$ cat config.mk
export PLATFORM = sky130hd
export DESIGN_NAME = game_sequencer
export DESIGN_NICKNAME = d
export VERILOG_FILES = /design/src/rtl/game_pkg.sv /design/src/rtl/hold_timer.sv /design/src/rtl/game_sequencer.sv
export SDC_FILE = /design/constraint.sdc
export NUM_CORES = 1
export LEC_CHECK = 0
export CAP_MARGIN = 25
export CORE_MARGIN = 2
export CORE_UTILIZATION = 50
export DETAILED_ROUTE_END_ITERATION = 8
export DONT_BUFFER_PORTS = 1
export PLACE_DENSITY = 0.65
export SYNTH_ARGS = -nofsm -noshare
export SYNTH_HDL_FRONTEND = slang
export SYNTH_HIERARCHICAL = 1
export SYNTH_SLANG_ARGS = --single-unit
$ cat constraint.sdc
create_clock -name clk -period 2.69 [get_ports clk]
set_input_delay 0.269 -clock clk [delete_from_list [all_inputs] [get_ports clk]]
set_output_delay 0.269 -clock clk [all_outputs]
set_load 0.03 [all_outputs]
$ cat src/rtl/game_pkg.sv
// Shared constants for the game sequencer: counter control codes, winner codes and FSM states.
package game_pkg;

    localparam logic [1:0] CTRL_HOLD  = 2'b00;
    localparam logic [1:0] CTRL_UP    = 2'b01;
    localparam logic [1:0] CTRL_DOWN  = 2'b10;
    localparam logic [1:0] CTRL_LOAD  = 2'b11;

    localparam logic [1:0] WHO_NONE   = 2'b00;
    localparam logic [1:0] WHO_P1     = 2'b01;
    localparam logic [1:0] WHO_P2     = 2'b10;
    localparam logic [1:0] WHO_TIE    = 2'b11;

    typedef enum logic [2:0] {
        ST_IDLE   = 3'd0,
        ST_LOAD   = 3'd1,
        ST_RUN    = 3'd2,
        ST_CLEAR  = 3'd3,
        ST_REPORT = 3'd4
    } state_e;

endpackage

$ cat src/rtl/hold_timer.sv
// Down-counter that measures how long the sequencer stays in CLEAR.
module hold_timer #(
    parameter int W = 4
) (
    input  logic         clk,
    input  logic         rst_n,
    input  logic         load_i,
    input  logic [W-1:0] load_val_i,
    output logic         done_o
);

    logic [W-1:0] cnt_q;
    logic [W-1:0] cnt_d;

    // Load takes priority; otherwise count down and park at zero.
    always_comb begin
        cnt_d = cnt_q;
        if (load_i) begin
            cnt_d = load_val_i;
        end else if (cnt_q != {W{1'b0}}) begin
            cnt_d = cnt_q - {{(W-1){1'b0}}, 1'b1};
        end else begin
            cnt_d = cnt_q;
        end
    end

    // Counter register.
    always_ff @(posedge clk or negedge rst_n) begin
        if (!rst_n) begin
            cnt_q <= {W{1'b0}};
        end else begin
            cnt_q <= cnt_d;
        end
    end

    assign done_o = (cnt_q == {W{1'b0}});

endmodule

$ cat src/rtl/game_sequencer.sv
// Game sequencer: loads the counter, runs a game, pulses game_reset and reports the winner.
module game_sequencer
    import game_pkg::*;
#(
    parameter int SIZE         = 4,
    parameter int RESET_CYCLES = 2
) (
    input  logic            clk,
    input  logic            reset,
    input  logic            start,
    input  logic [1:0]      mode_req,
    input  logic            mode_update,
    input  logic [SIZE-1:0] init_value,
    input  logic            abort,
    input  logic            gameover,
    input  logic [1:0]      who,
    input  logic            result_ack,
    output logic            init_c,
    output logic [SIZE-1:0] init_l,
    output logic [1:0]      control,
    output logic            game_reset,
    output logic            result_valid,
    output logic [1:0]      result_who,
    output logic [7:0]      games_played,
    output logic            busy
);

    state_e          state_q, state_d;
    logic            report_q, report_d;
    logic [1:0]      who_q, who_d;
    logic            timer_load_s;
    logic            timer_done_s;

    logic            init_c_q, init_c_d;
    logic [SIZE-1:0] init_l_q, init_l_d;
    logic [1:0]      control_q, control_d;
    logic            game_reset_q, game_reset_d;
    logic            result_valid_q, result_valid_d;
    logic [1:0]      result_who_q, result_who_d;
    logic [7:0]      games_played_q, games_played_d;
    logic            busy_q, busy_d;

    // The timer is armed on the edge that enters CLEAR, so CLEAR lasts RESET_CYCLES cycles.
    assign timer_load_s = (state_d == ST_CLEAR) && (state_q != ST_CLEAR);

    hold_timer #(
        .W(4)
    ) u_hold_timer (
        .clk        (clk),
        .rst_n      (reset),
        .load_i     (timer_load_s),
        .load_val_i (4'(RESET_CYCLES - 1)),
        .done_o     (timer_done_s)
    );

    // State register plus the winner capture and "report pending" flag.
    always_ff @(posedge clk or negedge reset) begin
        if (!reset) begin
            state_q  <= ST_IDLE;
            report_q <= 1'b0;
            who_q    <= WHO_NONE;
        end else begin
            state_q  <= state_d;
            report_q <= report_d;
            who_q    <= who_d;
        end
    end

    // Next-state logic; abort outranks gameover.
    always_comb begin
        state_d  = state_q;
        report_d = report_q;
        who_d    = who_q;
        case (state_q)
            ST_IDLE: begin
                if (start) state_d = ST_LOAD;
                else       state_d = ST_IDLE;
            end
            ST_LOAD: begin
                report_d = 1'b0;
                if (abort) state_d = ST_CLEAR;
                else       state_d = ST_RUN;
            end
            ST_RUN: begin
                report_d = gameover && !abort;
                if (gameover && !abort) who_d = who;
                else                    who_d = who_q;
                if (abort || gameover) state_d = ST_CLEAR;
                else                   state_d = ST_RUN;
            end
            ST_CLEAR: begin
                if (timer_done_s) state_d = report_q ? ST_REPORT : ST_IDLE;
                else              state_d = ST_CLEAR;
            end
            ST_REPORT: begin
                if (result_ack) state_d = ST_IDLE;
                else            state_d = ST_REPORT;
            end
            default: begin
                state_d = ST_IDLE;
            end
        endcase
    end

    // Output next-values, derived from the next state so every output is a flop.
    always_comb begin
        init_c_d       = (state_d == ST_LOAD);
        game_reset_d   = (state_d == ST_CLEAR);
        result_valid_d = (state_d == ST_REPORT);
        busy_d         = (state_d != ST_IDLE);
        result_who_d   = (state_d == ST_REPORT) ? who_d : WHO_NONE;
        init_l_d       = init_l_q;
        control_d      = control_q;
        games_played_d = games_played_q;
        if (state_q == ST_IDLE && start) begin
            init_l_d  = init_value;
            control_d = mode_req;
        end else if (state_q == ST_RUN && mode_update && !gameover && !abort) begin
            init_l_d  = init_l_q;
            control_d = mode_req;
        end else begin
            init_l_d  = init_l_q;
            control_d = control_q;
        end
        if (state_d == ST_REPORT && state_q != ST_REPORT) begin
            games_played_d = games_played_q + 8'd1;
        end else begin
            games_played_d = games_played_q;
        end
    end

    // Output registers; game_reset is asserted while reset is held.
    always_ff @(posedge clk or negedge reset) begin
        if (!reset) begin
            init_c_q       <= 1'b0;
            init_l_q       <= {SIZE{1'b0}};
            control_q      <= CTRL_HOLD;
            game_reset_q   <= 1'b1;
            result_valid_q <= 1'b0;
            result_who_q   <= WHO_NONE;
            games_played_q <= 8'd0;
            busy_q         <= 1'b0;
        end else begin
            init_c_q       <= init_c_d;
            init_l_q       <= init_l_d;
            control_q      <= control_d;
            game_reset_q   <= game_reset_d;
            result_valid_q <= result_valid_d;
            result_who_q   <= result_who_d;
            games_played_q <= games_played_d;
            busy_q         <= busy_d;
        end
    end

    assign init_c       = init_c_q;
    assign init_l       = init_l_q;
    assign control      = control_q;
    assign game_reset   = game_reset_q;
    assign result_valid = result_valid_q;
    assign result_who   = result_who_q;
    assign games_played = games_played_q;
    assign busy         = busy_q;

endmodule

==> flow_results.org, run 1 <==
** Status
- Outcome :: finished, final reports clean

** STA
- Setup repair after global routing left no endpoint under its margin.
- Hold violation total from the final report :: 0
- Minimum setup slack in the final design :: 0.6804 ns
- Static timing analysis puts the maximum clock frequency at 0.4976 GHz.
- Tmin final :: 2.010 ns
- Summed over all failing endpoints, the final setup total negative slack is 0 ns.
- Setup violations remaining at the end of the flow were counted as 0.
- The worst path uses 74.71% of the clock period.
- For the pin with the worst max-slew slack, the measured transition is 0.5746 ns.
- Final worst clock skew :: 0.01696 ns
- The tightest hold path in the finished design has a slack of 0.09250 ns.
- The number of pins exceeding their max-slew limit in the final report is 0.
- The worst pin sits at a relative slew slack of 61.70%.

** Worst setup path
- STA classifies the critical path startpoint as a flop.
- Cell with the largest stage delay on the worst path :: sky130_fd_sc_hd__or4b_1
- Largest stage delay on the critical path :: 0.50 ns
- Series of cell instances along the critical path :: inv_1 -> ha_1 -> nor3b_4 -> a31oi_1 -> nor2b_4 -> or4b_1
- Data on the critical path arrives at its endpoint at 2.23 ns.
- Along the worst path, the maximum fanout reaches 8.
- The worst setup path is captured at a flop.
- At the worst endpoint, the required time is 2.91 ns.
- The setup path with the least slack is of type reg -> reg.

** Detailed routing
- Detailed-routing iteration count for the pre-antenna-repair pass :: 4
- Post-DR wirelength/cell :: 14.80 um
- Dividing the detail-routed via count by the number of cells gives 5.713.
- Overall via count from detail_route :: 897
- Iteration-0 DRC count of the detailed router :: 10
- WL final :: 2323 um
- For this run, design rule violations remaining after detail routing come to 0.
- Antenna viol nets, final :: 0

** Placed design
- Final weighted congestion in routability-driven placement :: 0.7945
- Setup slack after placement :: 0.6393 ns
- Buffers placed on the I/O ports in this run total 0.
- The wire-length estimate of the detail-placed layout is 1659 um.
- Once placement finished, the instance area stood at 0.001436 mm2.

** Synth
- Dividing the synthesized area by the synthesized cell count gives 12.09 um2.
- Count leader, synth :: sky130_fd_sc_hd__dfrtp_1
- For this run, the number of Yosys warnings is 6.
- Number of enable flip-flop cells after synthesis :: 0
- The synthesized netlist occupies a cell area of 0.001439 mm2.
- Number of distinct library cells after synthesis :: 37
- Proportion of synthesized flip-flops having asynchronous set or reset :: 100.0%
- Gate count of the mapped netlist :: 119
- Synth top area share :: 50.43%
- For this run, the leading register cell type out of synthesis is sky130_fd_sc_hd__dfrtp_1.
- Counting flops and latches in the post-synthesis netlist gives 30.
- Top cells by area in the synthesized netlist :: sky130_fd_sc_hd__dfrtp_1, sky130_fd_sc_hd__mux2_2, sky130_fd_sc_hd__nor4b_4
- Of the synthesized area, sequential elements account for 52.26%.
- Most frequent cells after synthesis :: sky130_fd_sc_hd__dfrtp_1, sky130_fd_sc_hd__inv_1, sky130_fd_sc_hd__mux2_2, sky130_fd_sc_hd__nand2_1, sky130_fd_sc_hd__nor3_1
- Of all cell types, the one taking the most synthesized area is sky130_fd_sc_hd__dfrtp_1.

** Power
- The design draws 0.001577 W.
- Across the VDD grid, the largest voltage drop is 0.6040 mV.
- For this design the ratio of total power to cell area is 1033 mW/mm2.
- For this design the static power due to leakage is 0.6885 nW.

** Final layout
- Count of filler cells inserted in the layout :: 219
- Fraction of layout instances using a drive strength above 1 :: 20.63%
- Fin nets :: 142
- Number of inserted diodes :: 0
- Summed area of non-filler cells in the final layout :: 0.001526 mm2
- Area Growth Syn to Fin :: 6.087%

** CTS
- Worst-case clock buffer depth :: 2
- H-tree level count :: 2
- Number of setup buffers added after CTS :: 0
- The cell sitting at the root of the clock tree is a sky130_fd_sc_hd__clkbuf_4.
- At the later pin of the worst-skew pair, clock insertion delay measures 0.33 ns.
- The number of clock buffers added by TritonCTS is 5.
- The clock drives 30 sinks.
- Clock transition at the registers of the reported paths :: 0.10 ns
- TritonCTS built the clock tree.
- After clock tree synthesis, the repair step resized 0 gates.

** Floorplan
- Row cnt :: 19
- The die is 57.65 um tall.
- In this run the standard cell core region covers 0.002734 mm2.
- The die covers 0.003323 mm2.
- I/O pins :: 35
- Effective utilization at floorplan :: 52.63%
- From left edge to right edge, the die measures 57.65 um.

** Global routing
- GRT Residual Overflow :: 0
- Pin count of the biggest net entering global routing :: 31
- The number of antenna violations at the first check in global routing is 0.
- Wire length of the first global-routing pass :: 3981 um
- For this run, the total global-route usage over all layers was measured as 16.15%.
- Vias in the first global route :: 895

** Min path
- Hold Path Class :: in -> reg

** Run
- Max-cap violations in this run came to 0.
[cell type report]
cell class / instances / area (um2) / share of cell area, %
clock inverter: 1 / 5.005 / 0.3279
sequential: 30 / 752.0 / 49.26
clock buffer: 7 / 55.05 / 3.607
tap: 31 / 38.79 / 2.541
multi-input combinational: 77 / 611.8 / 40.08
inverter: 9 / 33.78 / 2.213
timing repair buffer: 2 / 30.03 / 1.967
[sequential cells by signal, summed over array words and instances (netlist names)]
name / flops
init_l: 4
state_q: 3
control: 2
u_hold_timer/cnt_q: 4
who_q: 2
report_q: 1
game_reset: 1
result_who: 2
result_valid: 1
games_played: 8
busy: 1
init_c: 1
[worst max-delay path, delay by kind of cell, from the launching register on]
kind                     cells  cell delay, ns
AO/OA/AOI/OAI                1            0.17
flip-flops                   1            0.38
buffers and inverters        1            0.09
AND/OR/NAND/NOR              3            1.06
adder cells (fa/ha/maj)      1            0.21
[what timing repair did]
item / 4_1_cts / 5_1_grt
endpoints found under the hold margin: 30 / 0
endpoints found under the setup margin: 0 / 0
hold buffers: 2 / 0
[routing by layer]
metal / vias to the layer above / GRT usage, % / wire length (um)
met3: 6 / 9.375 / 176
met5: - / 0 / 0
li1: 424 / - / -
met2: 25 / 24.68 / 1066
met4: 0 / 7.641 / 50
met1: 442 / 18.16 / 1030
[where the power goes]
group	internal (W)	leakage [nW]	switching, W
Clock	0.000126	0.0353	0.000150
Sequential	0.000589	0.378	0.000291
Combinational	0.000233	0.275	0.000188
[through the flow]
stage / util, % / cells
6_report: 55.84 / 157
5_1_grt: 55.84 / 157
4_1_cts: 55.84 / 157
3_5_place_dp: 52.54 / 147
3_3_place_gp: 52.54 / 147
2_1_floorplan: - / 121
[path summary, 6_finish.rpt]
| path | start | end | slack (ns) | depth (start not counted) |
|---|---|---|---|---|
| min in group asynchronous | reset | who_q[1]$_DFF_PN0_ | 0.36 | 2 |
| min | mode_req[1] | control[1]$_DFFE_PN0P_ | 0.09 | 1 |
| min reg2reg | who_q[0]$_DFF_PN0_ | who_q[0]$_DFF_PN0_ | 0.51 | 2 |
| max in group asynchronous | reset | game_reset$_DFF_PN1_ | 2.08 | 2 |
| max | u_hold_timer/cnt_q[0]$_DFFE_PN0P_ | busy$_DFF_PN0_ | 0.68 | 6 |
| max reg2reg | u_hold_timer/cnt_q[0]$_DFFE_PN0P_ | busy$_DFF_PN0_ | 0.68 | 6 |
[cell families (layout without fill, tap and decap cells)]
kind of cell	count (synthesis)	in the layout	share of synthesized area, %
flip-flops	30	30	52.26
AO/OA/AOI/OAI	15	15	7.392
adder cells (fa/ha/maj)	2	2	1.739
AND/OR/NAND/NOR	37	37	19.22
XOR/XNOR	9	9	5.478
other	2	4	0.5219
buffers and inverters	14	19	5.738
multiplexers	10	10	7.652
[cell usage in the layout, fill, tap and decap left out, types with 3 or more instances in the layout]
cell	synthesis	layout
sky130_fd_sc_hd__dfrtp_1	29	29
sky130_fd_sc_hd__inv_1	9	9
sky130_fd_sc_hd__mux2_2	8	8
sky130_fd_sc_hd__nand2_1	6	6
sky130_fd_sc_hd__nor3_1	6	6
sky130_fd_sc_hd__xnor2_1	5	5
sky130_fd_sc_hd__clkbuf_4	0	5
sky130_fd_sc_hd__nand3_1	4	4
sky130_fd_sc_hd__a21oi_1	4	4
sky130_fd_sc_hd__xor2_1	4	4
sky130_fd_sc_hd__conb_1	2	4
sky130_fd_sc_hd__o21ai_0	3	3
Note: power is estimated with default switching activity, not from simulation.
==> inputs of run 2 (changes only) <==
==> constraint.sdc (replaced) <==
create_clock -name clk -period 2 [get_ports clk]
set_input_delay 0.2 -clock clk [delete_from_list [all_inputs] [get_ports clk]]
set_output_delay 0.2 -clock clk [all_outputs]
set_load 0.03 [all_outputs]
==> run 2 against run 1 <==
Net effect: combinational power up 48%; sequential power is 35% higher; non-clock buffer count is 9 higher; via count increased by 4.1%; cell count up 5.7%; hold slack worse by 0.070 ns.
==> flow_results.org, run 2 (same netlist as run 1, synthesis figures left out) <==
** CTS
- Clock latency of the later-clocked register in the worst-skew pair :: 0.34 ns (about the same)
- CTS buffer count :: 5 (unchanged)
- The maximum level of the CTS H-tree is 2 (unchanged).
- Number of setup buffers added after CTS :: 0 (unchanged)
- The number of buffers on the longest clock path was 2 (unchanged).
- CTS tree :: done
- Clock sink count :: 30 (unchanged)
- CTS placed an instance of sky130_fd_sc_hd__clkbuf_4 at the clock tree root.
- Clock transition at the registers of the reported paths :: 0.09 ns (about the same)

** Worst setup path
- Series of cell instances along the critical path :: inv_1 -> ha_1 -> nor3b_4 -> buf_4 -> a41oi_2 -> or4b_1
- Critical path startpoint category :: flop
- The register-to-register path setup slack is 0.12 ns (-0.56 ns).
- Worst endpoint required time :: 2.21 ns (-0.70 ns)
- WP data arrival :: 2.09 ns (-0.14 ns)
- Cell with the largest stage delay on the worst path :: sky130_fd_sc_hd__or4b_1
- In this run the critical register-to-register path is launched from u_hold_timer/cnt_q[0]$_DFFE_PN0P_.
- In this run the worst setup path begins at u_hold_timer/cnt_q[0]$_DFFE_PN0P_.
- Top cell family by delay on the critical path :: simple AND/OR/NAND/NOR gates
- The buffering stage count on the worst path with inverters included was 2 (+1).
- Worst-path fanout max :: 7 (-1)
- The path depth of the worst reg2reg path was 6 (unchanged).
- In this run the critical register-to-register path is captured at busy$_DFF_PN0_.
- Largest stage delay on the critical path :: 0.46 ns (-0.04 ns)
- CP Class :: reg -> reg
- CP Capture Type :: flop

** STA
- The post-route clock skew came to 0.01333 ns (-0.003630 ns).
- The final setup TNS came to 0 ns (unchanged).
- The number of pins exceeding their max-slew limit in the final report came to 0 (unchanged).
- Worst max-slew margin expressed relative to the limit :: 59.48% (-2.2 points)
- The top achievable clock speed was 0.5309 GHz (+6.7%).
- Worst slew pin tran :: 0.6077 ns (+0.03316 ns)
- Final setup vio count :: 0 (unchanged)
- The final hold slack is 0.02228 ns (-0.07022 ns).
- The minimum period implied by the final worst setup slack was 1.883 ns (-0.1262 ns).
- Setup repair after global routing missed its margin :: no
- Hold violation total from the final report :: 0 (unchanged)
- Period utilization :: 94.17% (+19 points)

** Detailed routing
- Antenna viol nets, final :: 0 (unchanged)
- Post-DR wirelength/cell :: 15.51 um (+4.8%)
- Detailed-routing iteration count for the pre-antenna-repair pass :: 4 (unchanged)
- The final wirelength is 2575 um (+11%).
- Overall via count from detail_route :: 934 (+4.1%)
- The via density per instance is 5.627 (-1.5%).
- The number of DRC markers in iteration 0 is 17 (+7).
- Remaining design rule violation count :: 0 (unchanged)

** Final layout
- Layout Utilization :: 59.08% (+3.2 points)
- Most common library cell in the layout ignoring fill and taps :: sky130_fd_sc_hd__dfrtp_1
- The fraction of final layout cells sized beyond drive strength 1 came to 21.48% (+0.85 points).
- Relative to the synthesized area, the layout overhead comes to 12.26%.
- Most used cells in the layout excluding fill and tap cells :: sky130_fd_sc_hd__dfrtp_1, sky130_fd_sc_hd__inv_1, sky130_fd_sc_hd__mux2_2, sky130_fd_sc_hd__dlygate4sd3_1
- Number of flip-flops under the largest register name :: 8 (unchanged)
- Number of inserted diodes :: 0 (unchanged)
- Fin nets :: 151 (+6.3%)
- Final instance count without filler cells :: 166 (+5.7%)

** Placed design
- Cell count after placement :: 149 (+1.4%)
- The number of port buffers is 0 (unchanged).
- The final weighted congestion of routability-driven global placement was 0.8501 (+7.0%).
- HPWL Detailed :: 1808 um (+9.0%)

** Floorplan
- I/O pins :: 35 (unchanged)
- The die extent in x is 57.65 um (unchanged).
- Die Span Y :: 57.65 um (unchanged)
- The core box area was 0.002734 mm2 (unchanged).
- The cell row count came to 19 (unchanged).
- The initial core utilization is 52.63% (unchanged).
- The area enclosed by the die boundary came to 0.003323 mm2 (unchanged).

** Global routing
- Pin count of the biggest net entering global routing :: 31 (unchanged)
- Vias in the first global route :: 979 (+9.4%)
- GRT Residual Overflow :: 0 (unchanged)
- Total GRT Usage :: 18.38% (+2.2 points)
- The first-pass GRT wire length is 4457 um (+12%).
- The number of antenna violations at the first check in global routing was 0 (unchanged).

** Power
- The overall power of the completed layout is 0.002194 W (+39%).
- Leakage :: 0.7246 nW (+5.2%)
- The power density over cell area is 1358 mW/mm2 (+31%).
- VDD IR-drop max :: 1.071 mV (+77%)

** Run
- # Max-Cap Violations :: 0 (unchanged)

** Min path
- In this run the worst hold path is classified as in -> reg.
- Worst hold path cell count :: 1 (unchanged)
- The path with the worst hold slack has its endpoint at control[0]$_DFFE_PN0P_.
- Beginning of the worst hold path :: mode_req[0]

** Status
- The flow ran to the end, and the final reports show no timing, DRC or antenna violations.
run 2: cell types whose count changed in the layout (fill, tap and decap cells not counted), sizes merged:
cell / delta
dlygate4sd3: +7
buf: +2
clkinvlp: +1
clkbuf: -1
run 2: worst max-delay path by stage:
stage,end,slack [ns],cells after the start
floorplan,busy$_DFF_PN0_,0.12,6
global placement,busy$_DFF_PN0_,0.20,6
detailed placement,busy$_DFF_PN0_,0.12,6
CTS,busy$_DFF_PN0_,0.12,6
global route,busy$_DFF_PN0_,0.01,6
finish,busy$_DFF_PN0_,0.12,6
run 2: routing by layer:
layer | track usage (%) | wire, um | vias to the layer above | part of all wire (%)
li1 | - | - | 442 | -
met1 | 21.12 | 1089 | 460 | 42
met2 | 28.57 | 1253 | 28 | 49
met3 | 8.482 | 170 | 4 | 6.6
met4 | 9.967 | 61 | 0 | 2.4
met5 | 0 | 0 | - | 0
run 2: final cells by class:
cell class / count / area, um2
fillers: 218 / 1119
flip-flops and latches: 30 / 752.0
multi-input cells: 77 / 611.8
repair buffers: 11 / 115.1
clock buffers: 6 / 51.30
well taps: 31 / 38.79
inverters: 9 / 33.78
clock inverters: 2 / 12.51
run 2: report_power, final:
group	total, W	internal [W]	switching (W)
registers	0.00119	0.000792	0.000397
logic	0.000621	0.000346	0.000275
clock network	0.000385	0.000169	0.000216
total	0.00219	0.00131	0.000888
run 2: through the flow:
step / area, um2 / worst slack (ns)
CTS: 1615 / 0.1181
floorplan: 1446 / 0.1212
global placement: 1451 / 0.2018
finish: 1615 / 0.1166
global route: 1615 / 0.01267
detailed placement: 1451 / 0.1238
run 2: worst reg2reg max path, cell delays in order, from the launching register on:
cell                      delay, ns
sky130_fd_sc_hd__dfrtp_1       0.36
sky130_fd_sc_hd__inv_1         0.07
sky130_fd_sc_hd__ha_1          0.24
sky130_fd_sc_hd__nor3b_4       0.17
sky130_fd_sc_hd__buf_4         0.17
sky130_fd_sc_hd__a41oi_2       0.31
sky130_fd_sc_hd__or4b_1        0.46
run 2: what timing repair did:
action,CTS,global route
resized for setup,0,0
hold endpoints to repair,36,0
hold buffers,9,0
